==> src/rtl/write_back_unit_if.sv <==
// Write-back stage bus: MEM-stage handshake, load data path and register-file write port.
interface write_back_unit_if #(
    parameter int unsigned NB_REG      = 32,
    parameter int unsigned NB_REG_ADDR = 5,
    parameter int unsigned NB_WB       = 8
) ();
    logic                   i_valid;
    logic                   o_ready;
    logic [NB_WB-1:0]       i_wb;
    logic [2:0]             i_ld_ctrl;
    logic [1:0]             i_byte_off;
    logic [NB_REG-1:0]      i_reg_wb;
    logic [NB_REG-1:0]      i_pc;
    logic [NB_REG-1:0]      i_mem_data;
    logic                   i_mem_ready;
    logic [NB_REG-1:0]      o_wb_data;
    logic [NB_REG_ADDR-1:0] o_reg_dest;
    logic                   o_reg_we;
    logic                   o_timeout;
    logic                   o_misalign;

    // Upstream side: MEM stage and data memory
    modport master (
        output i_valid, i_wb, i_ld_ctrl, i_byte_off, i_reg_wb, i_pc, i_mem_data, i_mem_ready,
        input  o_ready, o_wb_data, o_reg_dest, o_reg_we, o_timeout, o_misalign
    );

    // Write-back unit side
    modport slave (
        input  i_valid, i_wb, i_ld_ctrl, i_byte_off, i_reg_wb, i_pc, i_mem_data, i_mem_ready,
        output o_ready, o_wb_data, o_reg_dest, o_reg_we, o_timeout, o_misalign
    );
endinterface

==> src/rtl/write_back_unit.sv <==
// Registered write-back stage: selects ALU/link/load data, extends loads, waits for memory.
module write_back_unit #(
    parameter int unsigned NB_REG         = 32,
    parameter int unsigned NB_REG_ADDR    = 5,
    parameter int unsigned NB_WB          = 8,
    parameter int unsigned PC_LINK_OFFSET = 8,
    parameter int unsigned MEM_TIMEOUT    = 16,
    parameter int unsigned NB_TO_CNT      = 5
) (
    input logic               i_clock,
    input logic               i_reset,
    write_back_unit_if.slave  bus
);

    localparam logic [0:0] StIdle    = 1'b0;
    localparam logic [0:0] StWaitMem = 1'b1;

    logic [0:0]             state_q, state_d;
    logic [NB_TO_CNT-1:0]   to_cnt_q, to_cnt_d;
    logic [NB_REG_ADDR-1:0] dest_q, dest_d;
    logic                   we_q, we_d;
    logic [2:0]             ld_ctrl_q, ld_ctrl_d;
    logic [1:0]             off_q, off_d;

    logic [NB_REG-1:0]      wb_data_q, wb_data_d;
    logic [NB_REG_ADDR-1:0] reg_dest_q, reg_dest_d;
    logic                   reg_we_q, reg_we_d;
    logic                   timeout_q, timeout_d;
    logic                   misalign_q, misalign_d;

    logic [1:0]             in_sel;
    logic                   in_we;
    logic [NB_REG_ADDR-1:0] in_dest;
    logic                   in_misalign;
    logic [NB_REG-1:0]      link_data;
    logic [2:0]             ext_ctrl;
    logic [1:0]             ext_off;
    logic [NB_REG-1:0]      load_data;

    // Lane-select and sign/zero-extend a raw little-endian memory word
    function automatic logic [NB_REG-1:0] extend_load(input logic [NB_REG-1:0] raw,
                                                      input logic [2:0]        ctrl,
                                                      input logic [1:0]        off);
        logic [7:0]  lane_b;
        logic [15:0] lane_h;
        logic        sign;
        lane_b = raw[{off, 3'b000} +: 8];
        lane_h = off[1] ? raw[31:16] : raw[15:0];
        sign   = 1'b0;
        case (ctrl[1:0])
            2'b00: begin
                sign        = ~ctrl[2] & lane_b[7];
                extend_load = {{(NB_REG - 8){sign}}, lane_b};
            end
            2'b01: begin
                sign        = ~ctrl[2] & lane_h[15];
                extend_load = {{(NB_REG - 16){sign}}, lane_h};
            end
            // Word, and the reserved size treated as word
            default: extend_load = raw;
        endcase
    endfunction

    assign in_sel    = bus.i_wb[1:0];
    assign in_we     = bus.i_wb[2];
    assign in_dest   = bus.i_wb[3 +: NB_REG_ADDR];
    assign link_data = bus.i_pc + NB_REG'(PC_LINK_OFFSET);

    // Halfword on an odd byte, or word off a word boundary
    assign in_misalign = ((bus.i_ld_ctrl[1:0] == 2'b01) && bus.i_byte_off[0]) ||
                         (bus.i_ld_ctrl[1] && (bus.i_byte_off != 2'b00));

    // While waiting, extension uses the captured load attributes, not the live inputs
    assign ext_ctrl  = (state_q == StWaitMem) ? ld_ctrl_q : bus.i_ld_ctrl;
    assign ext_off   = (state_q == StWaitMem) ? off_q : bus.i_byte_off;
    assign load_data = extend_load(bus.i_mem_data, ext_ctrl, ext_off);

    assign bus.o_ready    = (state_q == StIdle);
    assign bus.o_wb_data  = wb_data_q;
    assign bus.o_reg_dest = reg_dest_q;
    assign bus.o_reg_we   = reg_we_q;
    assign bus.o_timeout  = timeout_q;
    assign bus.o_misalign = misalign_q;

    // Next-state: accept, memory wait with timeout, and output register update
    always_comb begin
        state_d    = state_q;
        to_cnt_d   = to_cnt_q;
        dest_d     = dest_q;
        we_d       = we_q;
        ld_ctrl_d  = ld_ctrl_q;
        off_d      = off_q;
        wb_data_d  = wb_data_q;
        reg_dest_d = reg_dest_q;
        reg_we_d   = 1'b0;
        timeout_d  = 1'b0;
        misalign_d = 1'b0;

        case (state_q)
            StIdle: begin
                if (bus.i_valid) begin
                    if (in_sel == 2'b00) begin
                        if (in_misalign) begin
                            misalign_d = 1'b1;
                        end else if (bus.i_mem_ready) begin
                            wb_data_d  = load_data;
                            reg_dest_d = in_dest;
                            reg_we_d   = in_we && (in_dest != '0);
                        end else begin
                            state_d   = StWaitMem;
                            to_cnt_d  = '0;
                            dest_d    = in_dest;
                            we_d      = in_we;
                            ld_ctrl_d = bus.i_ld_ctrl;
                            off_d     = bus.i_byte_off;
                        end
                    end else begin
                        wb_data_d  = in_sel[0] ? link_data : bus.i_reg_wb;
                        reg_dest_d = in_dest;
                        reg_we_d   = in_we && (in_dest != '0);
                    end
                end
            end
            StWaitMem: begin
                // Memory arriving on the final cycle beats the timeout
                if (bus.i_mem_ready) begin
                    state_d    = StIdle;
                    wb_data_d  = load_data;
                    reg_dest_d = dest_q;
                    reg_we_d   = we_q && (dest_q != '0);
                end else if (to_cnt_q == NB_TO_CNT'(MEM_TIMEOUT - 1)) begin
                    state_d   = StIdle;
                    timeout_d = 1'b1;
                end else begin
                    to_cnt_d = to_cnt_q + NB_TO_CNT'(1);
                end
            end
            default: state_d = StIdle;
        endcase
    end

    // State, captured load attributes and output register
    always_ff @(posedge i_clock or posedge i_reset) begin
        if (i_reset) begin
            state_q    <= StIdle;
            to_cnt_q   <= '0;
            dest_q     <= '0;
            we_q       <= 1'b0;
            ld_ctrl_q  <= '0;
            off_q      <= '0;
            wb_data_q  <= '0;
            reg_dest_q <= '0;
            reg_we_q   <= 1'b0;
            timeout_q  <= 1'b0;
            misalign_q <= 1'b0;
        end else begin
            state_q    <= state_d;
            to_cnt_q   <= to_cnt_d;
            dest_q     <= dest_d;
            we_q       <= we_d;
            ld_ctrl_q  <= ld_ctrl_d;
            off_q      <= off_d;
            wb_data_q  <= wb_data_d;
            reg_dest_q <= reg_dest_d;
            reg_we_q   <= reg_we_d;
            timeout_q  <= timeout_d;
            misalign_q <= misalign_d;
        end
    end

endmodule

==> src/flat_wrapper.sv <==
// flat-port wrapper written by rule: the top's interface ports become plain ports
module write_back_unit_flat 
#(
    parameter int unsigned NB_REG         = 32,
    parameter int unsigned NB_REG_ADDR    = 5,
    parameter int unsigned NB_WB          = 8,
    parameter int unsigned PC_LINK_OFFSET = 8,
    parameter int unsigned MEM_TIMEOUT    = 16,
    parameter int unsigned NB_TO_CNT      = 5
)
  (i_clock, i_reset, bus_i_valid, bus_i_wb, bus_i_ld_ctrl, bus_i_byte_off, bus_i_reg_wb, bus_i_pc, bus_i_mem_data, bus_i_mem_ready, bus_o_ready, bus_o_wb_data, bus_o_reg_dest, bus_o_reg_we, bus_o_timeout, bus_o_misalign);
  write_back_unit_if #(.NB_REG(NB_REG), .NB_REG_ADDR(NB_REG_ADDR), .NB_WB(NB_WB)) bus_i ();
  input logic i_clock;
  input logic i_reset;
  input wire logic [$bits(bus_i.i_valid)-1:0] bus_i_valid;
  input wire logic [$bits(bus_i.i_wb)-1:0] bus_i_wb;
  input wire logic [$bits(bus_i.i_ld_ctrl)-1:0] bus_i_ld_ctrl;
  input wire logic [$bits(bus_i.i_byte_off)-1:0] bus_i_byte_off;
  input wire logic [$bits(bus_i.i_reg_wb)-1:0] bus_i_reg_wb;
  input wire logic [$bits(bus_i.i_pc)-1:0] bus_i_pc;
  input wire logic [$bits(bus_i.i_mem_data)-1:0] bus_i_mem_data;
  input wire logic [$bits(bus_i.i_mem_ready)-1:0] bus_i_mem_ready;
  output wire logic [$bits(bus_i.o_ready)-1:0] bus_o_ready;
  output wire logic [$bits(bus_i.o_wb_data)-1:0] bus_o_wb_data;
  output wire logic [$bits(bus_i.o_reg_dest)-1:0] bus_o_reg_dest;
  output wire logic [$bits(bus_i.o_reg_we)-1:0] bus_o_reg_we;
  output wire logic [$bits(bus_i.o_timeout)-1:0] bus_o_timeout;
  output wire logic [$bits(bus_i.o_misalign)-1:0] bus_o_misalign;
  assign bus_i.i_valid = bus_i_valid;
  assign bus_i.i_wb = bus_i_wb;
  assign bus_i.i_ld_ctrl = bus_i_ld_ctrl;
  assign bus_i.i_byte_off = bus_i_byte_off;
  assign bus_i.i_reg_wb = bus_i_reg_wb;
  assign bus_i.i_pc = bus_i_pc;
  assign bus_i.i_mem_data = bus_i_mem_data;
  assign bus_i.i_mem_ready = bus_i_mem_ready;
  assign bus_o_ready = bus_i.o_ready;
  assign bus_o_wb_data = bus_i.o_wb_data;
  assign bus_o_reg_dest = bus_i.o_reg_dest;
  assign bus_o_reg_we = bus_i.o_reg_we;
  assign bus_o_timeout = bus_i.o_timeout;
  assign bus_o_misalign = bus_i.o_misalign;
  write_back_unit #(.NB_REG(NB_REG), .NB_REG_ADDR(NB_REG_ADDR), .NB_WB(NB_WB), .PC_LINK_OFFSET(PC_LINK_OFFSET), .MEM_TIMEOUT(MEM_TIMEOUT), .NB_TO_CNT(NB_TO_CNT)) u_core (.i_clock(i_clock), .i_reset(i_reset), .bus(bus_i));
endmodule
==> config.mk <==
export PLATFORM = sky130hd
export DESIGN_NAME = write_back_unit_flat
export DESIGN_NICKNAME = d
export VERILOG_FILES = /design/src/rtl/write_back_unit_if.sv /design/src/rtl/write_back_unit.sv /design/src/flat_wrapper.sv
export SDC_FILE = /design/constraint.sdc
export NUM_CORES = 1
export LEC_CHECK = 0
export CAP_MARGIN = 20
export CORE_MARGIN = 1
export CORE_UTILIZATION = 50
export DETAILED_ROUTE_END_ITERATION = 8
export GPL_TIMING_DRIVEN = 0
export PLACE_DENSITY = 0.93
export SLEW_MARGIN = 20
export SYNTH_ARGS = -nofsm -noshare
export SYNTH_HDL_FRONTEND = slang
export SYNTH_SLANG_ARGS = --single-unit
==> constraint.sdc <==
create_clock -name i_clock -period 4 [get_ports i_clock]
set_input_delay 0.6 -clock i_clock [delete_from_list [all_inputs] [get_ports i_clock]]
set_output_delay 0.6 -clock i_clock [all_outputs]
set_load 0.01 [all_outputs]
== After elaboration in Yosys (flattened, before gate mapping) ==
Index checks and enable logic that the tools add are counted.

* Add/sub/neg operators: 2
* Equality and inequality tests: 12
* Shift operators: 1
* Multiplexer cells: 43
* Bitwise logic cells: 6
* Reductions and logical operators: 14

{| class="wikitable"
|+ Operators by type and width
! operator !! number
|-
| $mux W32 || 5
|-
| $pmux W32 S2 || 2
|-
| $mux W5 || 11
|-
| $add A32 B4 Y32 const B || 1
|-
| $shiftx A32 B6 Y8 || 1
|-
| $pmux W5 S2 || 2
|-
| $mux W1 || 18
|-
| $mux W16 || 1
|-
| $ne A2 B2 Y1 const B || 6
|-
| $reduce_bool A5 Y1 || 2
|-
| $ne A3 B3 Y1 const B || 2
|-
| $reduce_and A6 Y1 || 1
|-
| $add A5 B1 Y5 const B || 1
|-
| $eq A5 B4 Y1 const B || 1
|-
| $reduce_and A5 Y1 || 1
|-
| $eq A2 B1 Y1 const B || 2
|-
| $logic_and A1 B1 Y1 || 4
|-
| $logic_not A2 Y1 || 2
|-
| $not A1 Y1 || 4
|-
| $pmux W1 S2 || 2
|-
| $reduce_and A4 Y1 || 1
|-
| $mux W3 || 1
|-
| $and A1 B1 Y1 || 2
|-
| $mux W2 || 1
|-
| 4 further kinds || 4
|}

* Register bits after elaboration: 57
* Logic and storage cells: 89

== Longest topological paths before layout ==
* Depth in word-level cells: 9
* Mapped depth: 9
* Depth with buffers taken out: 8

== Least setup slack after synthesis ==
OpenSTA, ideal clock, no wires.

* Kind: input-to-reg
* Start point: in bus_i_wb[1]
* End point: reg u_core.ld_ctrl_q[0]
* Data arrival time: 2073 ps
* Path slack: 1802 ps
* Stages on the path: 7
* Path buffers: 2
* Cells stage by stage: clkbuf_1 -> o21bai_1 -> nand2b_1 -> or2_1 -> nor2_1 -> buf_2 -> mux2_2

* Word-level cells in the longest chain between the ends: 2

{| class="wikitable"
|+ RTL lines
! element !! RTL line !! text
|-
| from (decl) || flat_wrapper.sv:16 || <nowiki>input wire logic [$bits(bus_i.i_wb)-1:0] bus_i_wb;</nowiki>
|-
| $logic_not A2 Y1 || write_back_unit.sv:102 || <nowiki>if (in_sel == 2'b00) begin</nowiki>
|-
| $reduce_and A5 Y1 (no source line) || - ||
|-
| to (signal assigned) || write_back_unit.sv:161 || <nowiki>ld_ctrl_q <= ld_ctrl_d;</nowiki>
|-
| to (decl) || write_back_unit.sv:22 || <nowiki>logic [2:0] ld_ctrl_q, ld_ctrl_d;</nowiki>
|}

Every way passes these cells.
A chain may end at the register's enable or synchronous reset.

== Final worst setup path ==
* Start point: in bus_i_byte_off[1]
* End point: reg u_core.wb_data_q[25] (netlist: u_core.bus.o_wb_data[25])

* Word-level cells in the longest chain between the ends: 9
* Elaborated cells between the ends (all ways): 16
* Classes of those cells: 1 x eq/ne; 1 x shift; 8 x mux; 2 x bitwise; 4 x reduce/logical

{| class="wikitable"
|+ RTL lines
! element !! RTL line !! text
|-
| from (decl) || flat_wrapper.sv:18 || <nowiki>input wire logic [$bits(bus_i.i_byte_off)-1:0] bus_i_byte_off;</nowiki>
|-
| $mux W2 || write_back_unit.sv:75 || <nowiki>assign ext_off = (state_q == StWaitMem) ? off_q : bus.i_byte_off;</nowiki>
|-
| $shiftx A32 B6 Y8 / $mux W16 (equally long branches) || write_back_unit.sv:47, write_back_unit.sv:48 ||
|-
| $and A1 B1 Y1 (on tied branches) || write_back_unit.sv:52, write_back_unit.sv:56 ||
|-
| $pmux W32 S2 || write_back_unit.sv:50 || <nowiki>case (ctrl[1:0])</nowiki>
|-
| $mux W32 || write_back_unit.sv:105, write_back_unit.sv:126 ||
|-
| $mux W32 || write_back_unit.sv:103 || <nowiki>if (in_misalign) begin</nowiki>
|-
| $mux W32 || write_back_unit.sv:102 ||
|-
| $mux W32 || write_back_unit.sv:101 || <nowiki>if (bus.i_valid) begin</nowiki>
|-
| $pmux W32 S2 || write_back_unit.sv:99 || <nowiki>case (state_q)</nowiki>
|-
| to (signal assigned) || write_back_unit.sv:163 || <nowiki>wb_data_q <= wb_data_d;</nowiki>
|-
| to (decl) || write_back_unit.sv:25 || <nowiki>logic [NB_REG-1:0] wb_data_q, wb_data_d;</nowiki>
|}

Parallel ways exist; a longest one is shown, timed or not. The select of a mux whose other input is x is not followed.

==> summary.txt <==
Power
  – P_leak: 0.00232 uW
  – Net Sw Power: 664 uW
  – Internal power: 1410 uW
  – Combinational share of power: 0.339
  – Pwr dens: 337 nW/um^2
  – Worst vdd ir: 0.267 mV
  – Clk pwr share: 0.289
  – Reg power frac: 0.373
  – Switching Share: 0.320
  – Tot Pwr: 2070 uW

Clock network
  – Num CTS Buffers: 9
  – Clock tree buffer depth: 2
  – # Post-CTS Setup Buffers: 0
  – Clk sinks: 57
  – Clock latency on the worst-skew pair: 360 ps
  – Resize count post-CTS: 0
  – CTS tree: yes
  – Worst-path clk slew: 70 ps
  – CTS root buffer: clkbuf_8
  – CTS Hold Bufs: 0
  – H-tree depth: 3

STA
  – Crit path time final: 2760 ps
  – Final setup fails: 0
  – Slew @ Worst Pin: 806 ps
  – Max Fclk: 0.363 GHz
  – Rel. slew slack: 0.447
  – RSZ-0062 raised after global routing: false
  – Max Slew Vio Count: 0
  – Max Clock Skew: 11.8 ps
  – Final worst path period share: 0.689
  – Final setup margin: 1240 ps
  – Final hold vios: 0
  – Setup total negative slack: 0 ps

Layout
  – Proportion of layout cells with a drive suffix above 1: 0.102
  – Diode count: 0
  – Post-Route Utilization: 0.741
  – Final #Nets: 749
  – Area Overhead vs Synth: 42.2%

Floorplanning
  – Core Footprint: 8300 sq um
  – Number of I/O pins: 154
  – Die H: 95.0 um
  – Initial Util: 0.521
  – Die area: 9030 sq um
  – Site row count: 33
  – Chip Width: 95.0 um

Synth
  – Complex-gate fraction of the synthesized area: 0.272
  – Largest family of logic cells by synthesized area: compound AO/OA/AOI/OAI gates
  – Portion of netlist area occupied by mux cells: 0.0963
  – Post-Syn Area: 4330 sq um
  – Post-Synth Simple-Gate Area: 0.203
  – Fraction of the mapped netlist area in adder cells: 0.00868
  – Register bit total from synthesis: 57
  – XOR/XNOR share of the synthesized area: 0.0344
  – Ranking of synthesized cells by area: dfrtp_1, mux2i_1, o22ai_1
  – Syn. warnings: 0
  – Async SR Flop Fraction: 1.00
  – Synth Flop Type: dfrtp_1
  – Avg Cell Area, Syn: 9.13 sq um
  – Synth area leader: dfrtp_1
  – Post-synth EDFFs: 0
  – Sequential element share of the synthesized area: 0.330
  – Synth cell count leaders: dfrtp_1, nor2_1, nand2_1
  – Post-Syn Nets: 590
  – Yosys cell types: 81
  – Top cell type's share of synthesized area: 0.330
  – Count leader, synth: dfrtp_1
  – Synth Instances: 474

Min path
  – HP Class: flop to flop
  – Worst-case hold path end point: u_core.to_cnt_q[4]
  – Hold_sp: u_core.to_cnt_q[4]
  – Hold Path Cell Cnt: 2

Place
  – Routability cong.: 0.952
  – I/O Buffers: 148
  – Dpl ws: 928 ps
  – Post-DP HPWL: 12400 um

GRT
  – Initial antenna violation count: 0
  – Global route overflow: 0
  – Tot GR Track Use: 0.373
  – Largest net degree at the start of global routing: 58
  – Vias in the first global route: 4766
  – First-pass GRT wire length: 25000 um

Setup path
  – Reg2Reg Depth: 8
  – Reg2Reg Setup Slack: 1450 ps
  – CP max-delay cell: clkdlybuf4s50_1
  – Crit Reg-Reg Endpoint: u_core.bus.o_wb_data[5]
  – Worst setup path class: input port to flop
  – WP buf/inv: 2
  – Critical Path End Type: flop
  – Worst path depth: 7
  – Cell Chain, Critical Path: clkdlybuf4s50_1 > o21ai_2 > a311o_1 > nand3_2 > a211oi_2 > buf_4 > a221oi_2
  – Worst path arrival time: 2970 ps
  – Crit path largest cell delay: 540 ps
  – WP data required: 4210 ps
  – Crit Path Max Fanout: 10
  – Critical Path Start Type: input port
  – R2R Path Start: u_core.state_q
  – Top cell family by delay on the critical path: compound AO/OA/AOI/OAI gates

Route
  – DRC Markers: 0
  – Wirelength per Cell: 22.2 um
  – Number of vias per cell: 6.71
  – Vias post-DR: 4980
  – ANT nets after route: 0
  – Drt first pass iters: 6
  – DR iter-0 viols: 503
  – WL final: 16500 um

Status
  – Status: completed

Flow run
  – Maximum Capacitance Violations: 0
==> worst max path at each step <==
stage	end	start	slack, ps
after floorplan	u_core.ld_ctrl_q[0]	bus_i_wb[1]	1800
after global placement	u_core.bus.o_wb_data[19]	bus_i_byte_off[1]	960
after detailed placement	u_core.bus.o_wb_data[25]	bus_i_byte_off[1]	930
after CTS	u_core.bus.o_wb_data[25]	bus_i_byte_off[1]	1290
after global routing	u_core.bus.o_wb_data[25]	bus_i_byte_off[1]	1100
final	u_core.bus.o_wb_data[25]	bus_i_byte_off[1]	1240
==> per-layer routing <==
metal / vias up / part of all wire / track usage
met2: 406 / 0.47 / 0.595
li1: 2178 / - / -
met4: 0 / 0.042 / 0.158
met3: 62 / 0.11 / 0.0901
met5: - / 0 / 0
met1: 2334 / 0.38 / 0.484
==> kinds of logic after synthesis <==
family          count (synthesis)
fa+ha+maj                       3
buf+inv                        41
flops                          57
compound gates                153
mux                            38
xor+xnor                       17
simple gates                  165
==> registers in the layout, indices dropped and copies added, names as in the netlist <==
signal	flops
u_core.bus.o_timeout	1
u_core.ld_ctrl_q	3
u_core.dest_q	5
u_core.bus.o_reg_dest	5
u_core.bus.o_misalign	1
u_core.off_q	2
u_core.bus.o_reg_we	1
u_core.we_q	1
u_core.state_q	1
u_core.bus.o_wb_data	32
u_core.to_cnt_q	5
==> layout make-up <==
type	count	area [sq um]
repair buffers	148	1480
inverters	11	43.8
clock inverters	3	65.1
multi-input cells	376	2660
flip-flops and latches	57	1430
fillers	571	2150
well taps	105	131
clock buffers	12	145
plain buffers	30	200
==> layout by cell type (no fill, tap or decap), drive strengths merged, types with 14 or more instances in the layout <==
cell,netlist,final
nor4,14,14
o21ai,17,17
nor2,41,41
mux2i,22,22
a21oi,23,23
mux2,16,16
clkbuf,18,30
dfrtp,57,57
o22ai,27,27
nand2,39,39
a221oi,20,20
clkdlybuf4s50,0,148
==> power by group through the flow <==
stage | clock [uW] | sequential, uW | combinational, uW
finish | 599 | 773 | 703
global route | 633 | 782 | 743
floorplan | 0 | 787 | 294
CTS | 597 | 768 | 692
global placement | 0 | 768 | 665
detailed placement | 0 | 777 | 684
==> through the flow <==
step	instance area (sq um)	hold WS, ps	cells
4_1_cts	6150	489	742
5_1_grt	6150	519	742
6_report	6150	490	742
2_1_floorplan	4330	449	474
3_3_place_gp	5940	461	727
3_5_place_dp	5940	474	727
==> tightest hold or removal path, cell delays in order (launching register included) <==
cell     delay [ps]
dfrtp_1         350
nand2_1          50
o31ai_1          60
Power figures use the tool's default switching activity.
